--- src/rtl/reset_sequencer_pkg.sv ---
// Shared types and helpers for the staged reset sequencer.
//   rs_state_e  : sequencer FSM states
//   cnt_width() : width of the hold/gap counter for a given HOLD/GAP pair
//   RS_COUNT_W  : width of the optional software-reset event counter
package reset_seq_pkg;

    typedef enum logic [1:0] {
        RS_RESET = 2'd0,
        RS_HOLD  = 2'd1,
        RS_STAGE = 2'd2,
        RS_DONE  = 2'd3
    } rs_state_e;

    localparam int RS_COUNT_W = 8;

    // Enough bits to hold max(hold, gap) without wrapping.
    function automatic int cnt_width(input int hold, input int gap);
        int m;
        m = (hold > gap) ? hold : gap;
        return $clog2(m + 1);
    endfunction

endpackage

--- src/rtl/reset_sequencer_sync_chain.sv ---
// Reset synchroniser: asserts asynchronously with rst_ni, releases
// synchronously STAGES rising edges after rst_ni goes high.
//   clk_i   in   clock
//   rst_ni  in   asynchronous active-low reset
//   sync_no out  synchronised release, high once the chain has filled
module reset_sync_chain #(
    parameter int STAGES = 2
) (
    input  logic clk_i,
    input  logic rst_ni,
    output logic sync_no
);

    logic [STAGES-1:0] chain_q;

    always_ff @(posedge clk_i or negedge rst_ni) begin
        if (!rst_ni) begin
            chain_q <= '0;
        end else begin
            chain_q <= {chain_q[STAGES-2:0], 1'b1};
        end
    end

    assign sync_no = chain_q[STAGES-1];

endmodule

--- src/rtl/reset_sequencer.sv ---
// Staged reset controller for a single clock domain. Resets assert
// asynchronously and are released one at a time, bit 0 first, after a
// hold period and then one every STAGE_GAP cycles.
//   clk_i        in   clock
//   rst_ni       in   asynchronous active-low board reset (wins over everything)
//   sw_rst_i     in   synchronous software reset request, active-high
//   rst_no       out  NUM_OUTPUTS staged active-low resets, all flop-driven
//   done_o       out  high when every rst_no bit is released
//   rst_count_o  out  saturating count of sw reset requests (only when the
//                     RESET_SEQ_CNT_EN macro is defined)
module reset_sequencer
    import reset_seq_pkg::*;
#(
    parameter int SYNC_STAGES = 2,
    parameter int NUM_OUTPUTS = 4,
    parameter int HOLD_CYCLES = 16,
    parameter int STAGE_GAP   = 8
) (
    input  logic                   clk_i,
    input  logic                   rst_ni,
    input  logic                   sw_rst_i,
    output logic [NUM_OUTPUTS-1:0] rst_no,
    output logic                   done_o
`ifdef RESET_SEQ_CNT_EN
    ,
    output logic [RS_COUNT_W-1:0]  rst_count_o
`endif
);

    localparam int CW = cnt_width(HOLD_CYCLES, STAGE_GAP);
    localparam logic [CW-1:0] HOLD_LAST = CW'(HOLD_CYCLES - 1);
    localparam logic [CW-1:0] GAP_LAST  = CW'(STAGE_GAP - 1);
    localparam logic [CW-1:0] CNT_MAX   = '1;
    localparam logic [NUM_OUTPUTS-1:0] LSB = NUM_OUTPUTS'(1);

    if (SYNC_STAGES < 2) begin : g_bad_sync
        $error("reset_sequencer: SYNC_STAGES must be >= 2");
    end
    if (NUM_OUTPUTS < 1) begin : g_bad_num
        $error("reset_sequencer: NUM_OUTPUTS must be >= 1");
    end
    if (HOLD_CYCLES < 1) begin : g_bad_hold
        $error("reset_sequencer: HOLD_CYCLES must be >= 1");
    end
    if (STAGE_GAP < 1) begin : g_bad_gap
        $error("reset_sequencer: STAGE_GAP must be >= 1");
    end

    function automatic logic [CW-1:0] sat_inc(input logic [CW-1:0] c);
        return (c == CNT_MAX) ? c : c + 1'b1;
    endfunction

    rs_state_e              state_q, state_d;
    logic [CW-1:0]          cnt_q, cnt_d;
    logic [NUM_OUTPUTS-1:0] rst_q, rst_d;
    logic                   done_q, done_d;
    logic [NUM_OUTPUTS-1:0] nxt_mask;
    logic                   sync_n;
    logic                   release_bit;
    logic                   sw_clear;

    reset_sync_chain #(
        .STAGES (SYNC_STAGES)
    ) u_sync (
        .clk_i   (clk_i),
        .rst_ni  (rst_ni),
        .sync_no (sync_n)
    );

    // Releasing the next bit is a shift-in of a one; the mask is full when
    // the bit being released is the last one.
    assign nxt_mask = (rst_q << 1) | LSB;

    always_ff @(posedge clk_i or negedge rst_ni) begin
        if (!rst_ni) begin
            state_q <= RS_RESET;
            cnt_q   <= '0;
            rst_q   <= '0;
            done_q  <= 1'b0;
        end else begin
            state_q <= state_d;
            cnt_q   <= cnt_d;
            rst_q   <= rst_d;
            done_q  <= done_d;
        end
    end

    always_comb begin
        state_d     = state_q;
        cnt_d       = cnt_q;
        release_bit = 1'b0;
        sw_clear    = 1'b0;
        if (state_q != RS_RESET && sw_rst_i) begin
            sw_clear = 1'b1;
            state_d  = RS_HOLD;
            cnt_d    = '0;
        end else begin
            unique case (state_q)
                RS_RESET: begin
                    // The edge that sees sync_n high already counts as the
                    // first hold cycle, so a hold of one releases right here.
                    if (sync_n) begin
                        if (HOLD_CYCLES == 1) begin
                            release_bit = 1'b1;
                            state_d     = (&nxt_mask) ? RS_DONE : RS_STAGE;
                            cnt_d       = '0;
                        end else begin
                            state_d = RS_HOLD;
                            cnt_d   = CW'(1);
                        end
                    end
                end
                RS_HOLD: begin
                    if (cnt_q == HOLD_LAST) begin
                        release_bit = 1'b1;
                        state_d     = (&nxt_mask) ? RS_DONE : RS_STAGE;
                        cnt_d       = '0;
                    end else begin
                        cnt_d = sat_inc(cnt_q);
                    end
                end
                RS_STAGE: begin
                    if (cnt_q == GAP_LAST) begin
                        release_bit = 1'b1;
                        state_d     = (&nxt_mask) ? RS_DONE : RS_STAGE;
                        cnt_d       = '0;
                    end else begin
                        cnt_d = sat_inc(cnt_q);
                    end
                end
                RS_DONE: begin
                    state_d = RS_DONE;
                end
                default: begin
                    state_d = RS_RESET;
                end
            endcase
        end
    end

    always_comb begin
        rst_d = rst_q;
        if (sw_clear) begin
            rst_d = '0;
        end else if (release_bit) begin
            rst_d = nxt_mask;
        end
        done_d = (state_d == RS_DONE);
    end

    assign rst_no = rst_q;
    assign done_o = done_q;

`ifdef RESET_SEQ_CNT_EN
    logic                  sw_prev_q;
    logic [RS_COUNT_W-1:0] rst_count_q;

    // Counts rising edges of the sampled request; a held request counts once.
    always_ff @(posedge clk_i or negedge rst_ni) begin
        if (!rst_ni) begin
            sw_prev_q   <= 1'b0;
            rst_count_q <= '0;
        end else begin
            sw_prev_q <= sw_rst_i;
            if (sw_rst_i && !sw_prev_q && state_q != RS_RESET && rst_count_q != '1) begin
                rst_count_q <= rst_count_q + 1'b1;
            end
        end
    end

    assign rst_count_o = rst_count_q;
`endif

endmodule
--- config.mk ---
export PLATFORM = sky130hd
export DESIGN_NAME = reset_sequencer
export DESIGN_NICKNAME = d
export VERILOG_FILES = /design/src/rtl/reset_sequencer_pkg.sv /design/src/rtl/reset_sequencer_sync_chain.sv /design/src/rtl/reset_sequencer.sv
export SDC_FILE = /design/constraint.sdc
export NUM_CORES = 1
export LEC_CHECK = 0
export BUFFER_PORTS_ARGS = -buffer_cell sky130_fd_sc_hd__buf_4
export CORE_MARGIN = 5
export CORE_UTILIZATION = 50
export DETAILED_ROUTE_END_ITERATION = 8
export PLACE_DENSITY_LB_ADDON = 0.3
export SLEW_MARGIN = 25
export SYNTH_ARGS = -nofsm -noshare
export SYNTH_HDL_FRONTEND = slang
export SYNTH_HIERARCHICAL = 1
export SYNTH_SLANG_ARGS = --single-unit
--- constraint.sdc ---
create_clock -name clk_i -period 2 [get_ports clk_i]
set_clock_uncertainty 0.2 [all_clocks]
set_input_delay 0.1 -clock clk_i [delete_from_list [all_inputs] [get_ports clk_i]]
set_output_delay 0.1 -clock clk_i [all_outputs]
set_load 0.05 [all_outputs]
=== Word-level counts from Yosys, hierarchy flattened ===
Index checks and enable logic that the tools add are counted.

* Equal/unequal tests: 8
* Add/subtract/negate cells: 1
* Reduce and logical (&&, ||, !) cells: 7
* Multiplexer cells: 19

{| class="wikitable"
|+ Operators by type and width
! kind !! count
|-
| $mux 5 || 5
|-
| $pmux 5 s3 || 1
|-
| $mux 2 || 4
|-
| $mux 4 || 2
|-
| $pmux 2 s4 || 1
|-
| $eq 2x2->1 const B || 3
|-
| $add 5x1->5 const B || 1
|-
| $eq 5x3->1 const B || 1
|-
| $eq 5x4->1 const B || 1
|-
| $eq 5x5->1 const B || 1
|-
| $mux 1 || 5
|-
| $reduce_bool 2->1 || 2
|-
| $reduce_bool 4->1 || 1
|-
| $ne 3x2->1 const B || 1
|-
| $reduce_and 3->1 || 1
|-
| $eq 2x1->1 const B || 1
|-
| $logic_not 2->1 || 1
|-
| $pmux 1 s2 || 1
|-
| $reduce_and 2->1 || 1
|-
| $logic_and 1x1->1 || 1
|}

* Input bits: 3
* Register bits: 14
* Output and inout port bits: 5
* Word-level logic and storage cells: 40

=== Longest topological paths before layout ===
* Depth in word-level cells: 6
* Gate-level depth with buffers: 7
* Depth with buffers taken out: 6

=== Cells and area by module ===
The synthesis kept the hierarchy.

{| class="wikitable"
|+ By module, submodules not included
! module !! cells each !! sequential area each (um2) !! instances !! area an instance (um2)
|-
| reset_sequencer || 82 || 300.3 || 1 || 772.0
|-
| reset_sync_chain || 3 || 50.0 || 1 || 53.8
|}

=== Worst setup path after synthesis ===
Ideal clock, no wire load.

* Kind: register -> register
* Start point: register state_q[0]
* End point: register cnt_q[1]
* Data required time: 1.722 ns
* Stages on the path, launching flop included: 7
* Arrival time: 1.690 ns
* Path buffers: 0
* Library setup time: 0.078 ns
* Setup slack: 0.032 ns
* Clock period less this slack: 1.968 ns
* Cell sequence: dfrtp_1 -> inv_1 -> ha_1 -> nor2b_4 -> or2_0 -> or4b_1 -> o2bb2ai_1

* Longest elaborated chain between the ends: 4
* Elaborated cells on any way between the ends: 10
* Classes of those cells: 3 x eq/ne; 2 x mux; 5 x reduce/logical

{| class="wikitable"
|+ Ends and longest elaborated chain
! element !! line !! source
|-
| start, declared || reset_sequencer.sv:53 || <nowiki>rs_state_e state_q, state_d;</nowiki>
|-
| start signal, assigned || reset_sequencer.sv:81 || <nowiki>state_q <= state_d;</nowiki>
|-
| $reduce_bool 2->1 || reset_sequencer.sv:93 || <nowiki>if (state_q != RS_RESET && sw_rst_i) begin</nowiki>
|-
| $logic_and 1x1->1 || reset_sequencer.sv:93 ||
|-
| $ne 3x2->1 (no line) / $reduce_bool 4->1 (equally long branches) || - ||
|-
| $reduce_and 2->1 (no line) || - ||
|-
| end signal, assigned || reset_sequencer.sv:82 || <nowiki>cnt_q <= cnt_d;</nowiki>
|-
| end, declared || reset_sequencer.sv:54 || <nowiki>logic [CW-1:0] cnt_q, cnt_d;</nowiki>
|}

Several ways; a longest one is shown, not always the timed one.
A chain may end at the register's enable or synchronous reset.

=== Worst setup path after layout ===
* Start point: register state_q[1]
* End point: register cnt_q[0]

The elaborated chain is that of the path after synthesis.

==> flow_summary.ini <==
[route]
num_vias = 717
final_antenna_net_count = 0
wirelength_mm = 1.75
firstDrtPassIters = 4
drc = 0
drtIter0Drc = 21
routedWlPerCell_um = 14.3
routed_via_density = 5.88

[logic_synthesis]
ys_seq_elements = 14
synth_cell_type_count = 38
yosys.area.top_type_share_pct = 42.4
synth_seq_area_share_pct = 42.4
synthTopCellsByArea = dfrtp_1 42%, ha_1 7.6%, mux2i_1 4.8%
syn_area_um2 = 826
synth_nets = 93
avgSynthCellArea_um2 = 9.72
ys_warn_count = 6
synth_top_area_cell = dfrtp_1
postSynthCellCount = 85

[final_layout]
area.growth.synth_to_final_pct = 27.4
drive_gt1_share_pct = 24.5
antenna_cells = 0
layout_common_cells = 15 x buf_4, 14 x dfrtp_1, 7 x nor2_1, 6 x inv_1, 5 x a21oi_1
fin_area_mm2 = 0.00105
final_common_cell = buf_4
fillCellCount = 128
nets = 115

[die]
start_util_pct = 53.6
num_rows = 14
dieWidth_um = 50.6
die_h_um = 50.6
core_area_mm2 = 0.00154
io_pins = 8
die_area_mm2 = 0.00256

[run]
cap_violations = 0

[power_and_ir_drop]
power_density_mw_per_mm2 = 991
ir_drop_mv = 0.612
total_leakage_power_uw = 0.000505

[setup_path]
end_kind = register
startpoint = state_q[1]
start_kind = register
critical_path.max_stage_delay_ns = 0.39
crit_family = compound AO/OA/AOI/OAI gates
critPathBufInv = 3
cp_cell_sequence = buf_4, buf_4, ha_1, buf_4, a21oi_1, o41ai_1, a32o_1
cp.arrival_ns = 1.90
crit_slowest_cell = dfrtp_1
r2r_cells = 7
path_depth = 7
critPathMaxFanout = 4
r2r_start = state_q[1]
crit_type = register to register
r2r_setup_slack_ns = 0.08
crit_path_frequent_cell = buf_4
critPathCapture = cnt_q[0]
required_ns = 1.98
reg2reg_to = cnt_q[0]

[clock_network]
cts_tree = yes
clock_latency_ns = 0.28
path_clk_slew_ns = 0.08
cts_made_buffers = 3
cts.sinks = 14
cts_root_buf = clkbuf_4
cts_buffer_depth = 2
htreeDepth = 1

[global_routing]
antenna_found_initial = 0
grt_max_degree = 9
grt_pass1_vias = 701
grt_pass1_wl_mm = 3.13
use_met2_pct = 23.1
grt_use_met3_pct = 3.55
track_usage_pct = 15.5
grt.overflow.total = 0
grt_use_met1_pct = 21.1
top_usage_layer = met2

[status]
status = finished, final reports clean

[worst_hold_path]
holdCritPathClass = register to register
min_delay_path_depth = 0

[timing]
max_freq_ghz = 0.520
whs_ns = 0.157
setup_violations = 0
hold_violations = 0
period_needed_ns = 1.92
setup_tns_ns = 0
slew_viol_final = 0
period_share_pct = 96.2

[placement]
port_buffers = 7
placed_area_um2 = 942
hpwl_mm = 1.27
place_congestion = 0.899
## cells by family after synthesis
| group | count (synthesis) | share of synthesized area [%] |
|---|---|---|
| AO/OA/AOI/OAI | 20 | 17.3 |
| adder cells (fa/ha/maj) | 5 | 7.58 |
| buffers and inverters | 9 | 4.24 |
| flip-flops | 14 | 42.4 |
| multiplexers | 4 | 4.85 |
| other | 1 | 0.454 |
| AND/OR/NAND/NOR | 32 | 23.2 |
## where the power goes
part | switching (uW) | leakage, uW | internal (uW)
Clock | 90.7 | 0.0000210 | 111
Combinational | 240 | 0.000300 | 248
Sequential | 34.8 | 0.000183 | 318
Total | 366 | 0.000505 | 677
## repair_timing
item	4_1_cts	5_1_grt
hold buffers	4	0
gates resized for setup	1	4
buffers inserted	0	1
endpoints found under the setup margin	1	6
endpoints found under the hold margin	15	0
pin swaps	0	2
## state kept, by name, indices dropped and copies added, names as in the netlist
signal          count
cnt_q               5
done_o              1
rst_no              4
state_q             2
u_sync/chain_q      2
## cells in the mapped netlist
cell and count:
or2_1 1, and3_1 2, conb_1 1, nand2_1 3
nand2b_1 2, o31ai_1 2, mux2i_1 4, inv_2 1
nand3b_1 1, nor4_1 2, clkbuf_1 1, nand4_1 1
inv_1 6, and2b_2 1, nor2b_4 1, a2bb2oi_1 1
o21ai_0 2, o22ai_1 1, a311o_1 1, ha_1 5
nand3_1 2, buf_2 1, dfrtp_1 14, nand4b_1 1
o41ai_1 2, a22oi_1 1, or4_1 1, nor3b_1 1
or2_0 1, or3b_1 1, o2bb2ai_1 2, nor3_1 3
a32o_1 1, a21oi_1 5, a211oi_1 1, nor2_1 7
or4b_1 1, a21boi_0 1
## metrics by stage
stage,power [uW],utilization [%],cells,setup slack (ns)
floorplan,645,-,85,0.0321
global placement,781,61.1,113,0.0518
detailed placement,791,61.1,113,-0.0160
CTS,1000,66.2,121,0.00490
global route,1120,68.3,122,-0.0132
finish,1040,68.3,122,0.0762
## final cells by class
class	instances	area (um2)	area share, %
multi-input cells	62	467	44.4
well taps	16	20.0	1.90
clock buffers	4	36.3	3.45
inverters	7	26.3	2.50
repair buffers	19	153	14.5
flip-flops and latches	14	350	33.3
## how the worst min path moves through the flow
stage / endpoint / start / slack, ns
final: u_sync/chain_q[1] / u_sync/chain_q[0] / 0.16
after detailed placement: cnt_q[2] / rst_ni / -0.24
after floorplan: cnt_q[0] / rst_ni / -0.40
after CTS: u_sync/chain_q[1] / u_sync/chain_q[0] / 0.16
after global routing: u_sync/chain_q[1] / u_sync/chain_q[0] / 0.18
after global placement: cnt_q[2] / rst_ni / -0.24
## routing by layer
layer | vias to the layer above | wire (um)
met1 | 338 | 856
met3 | 5 | 76
li1 | 354 | -
met5 | - | 0
met4 | 0 | 40
met2 | 20 | 773
Note: power is estimated with default switching activity, not from simulation.
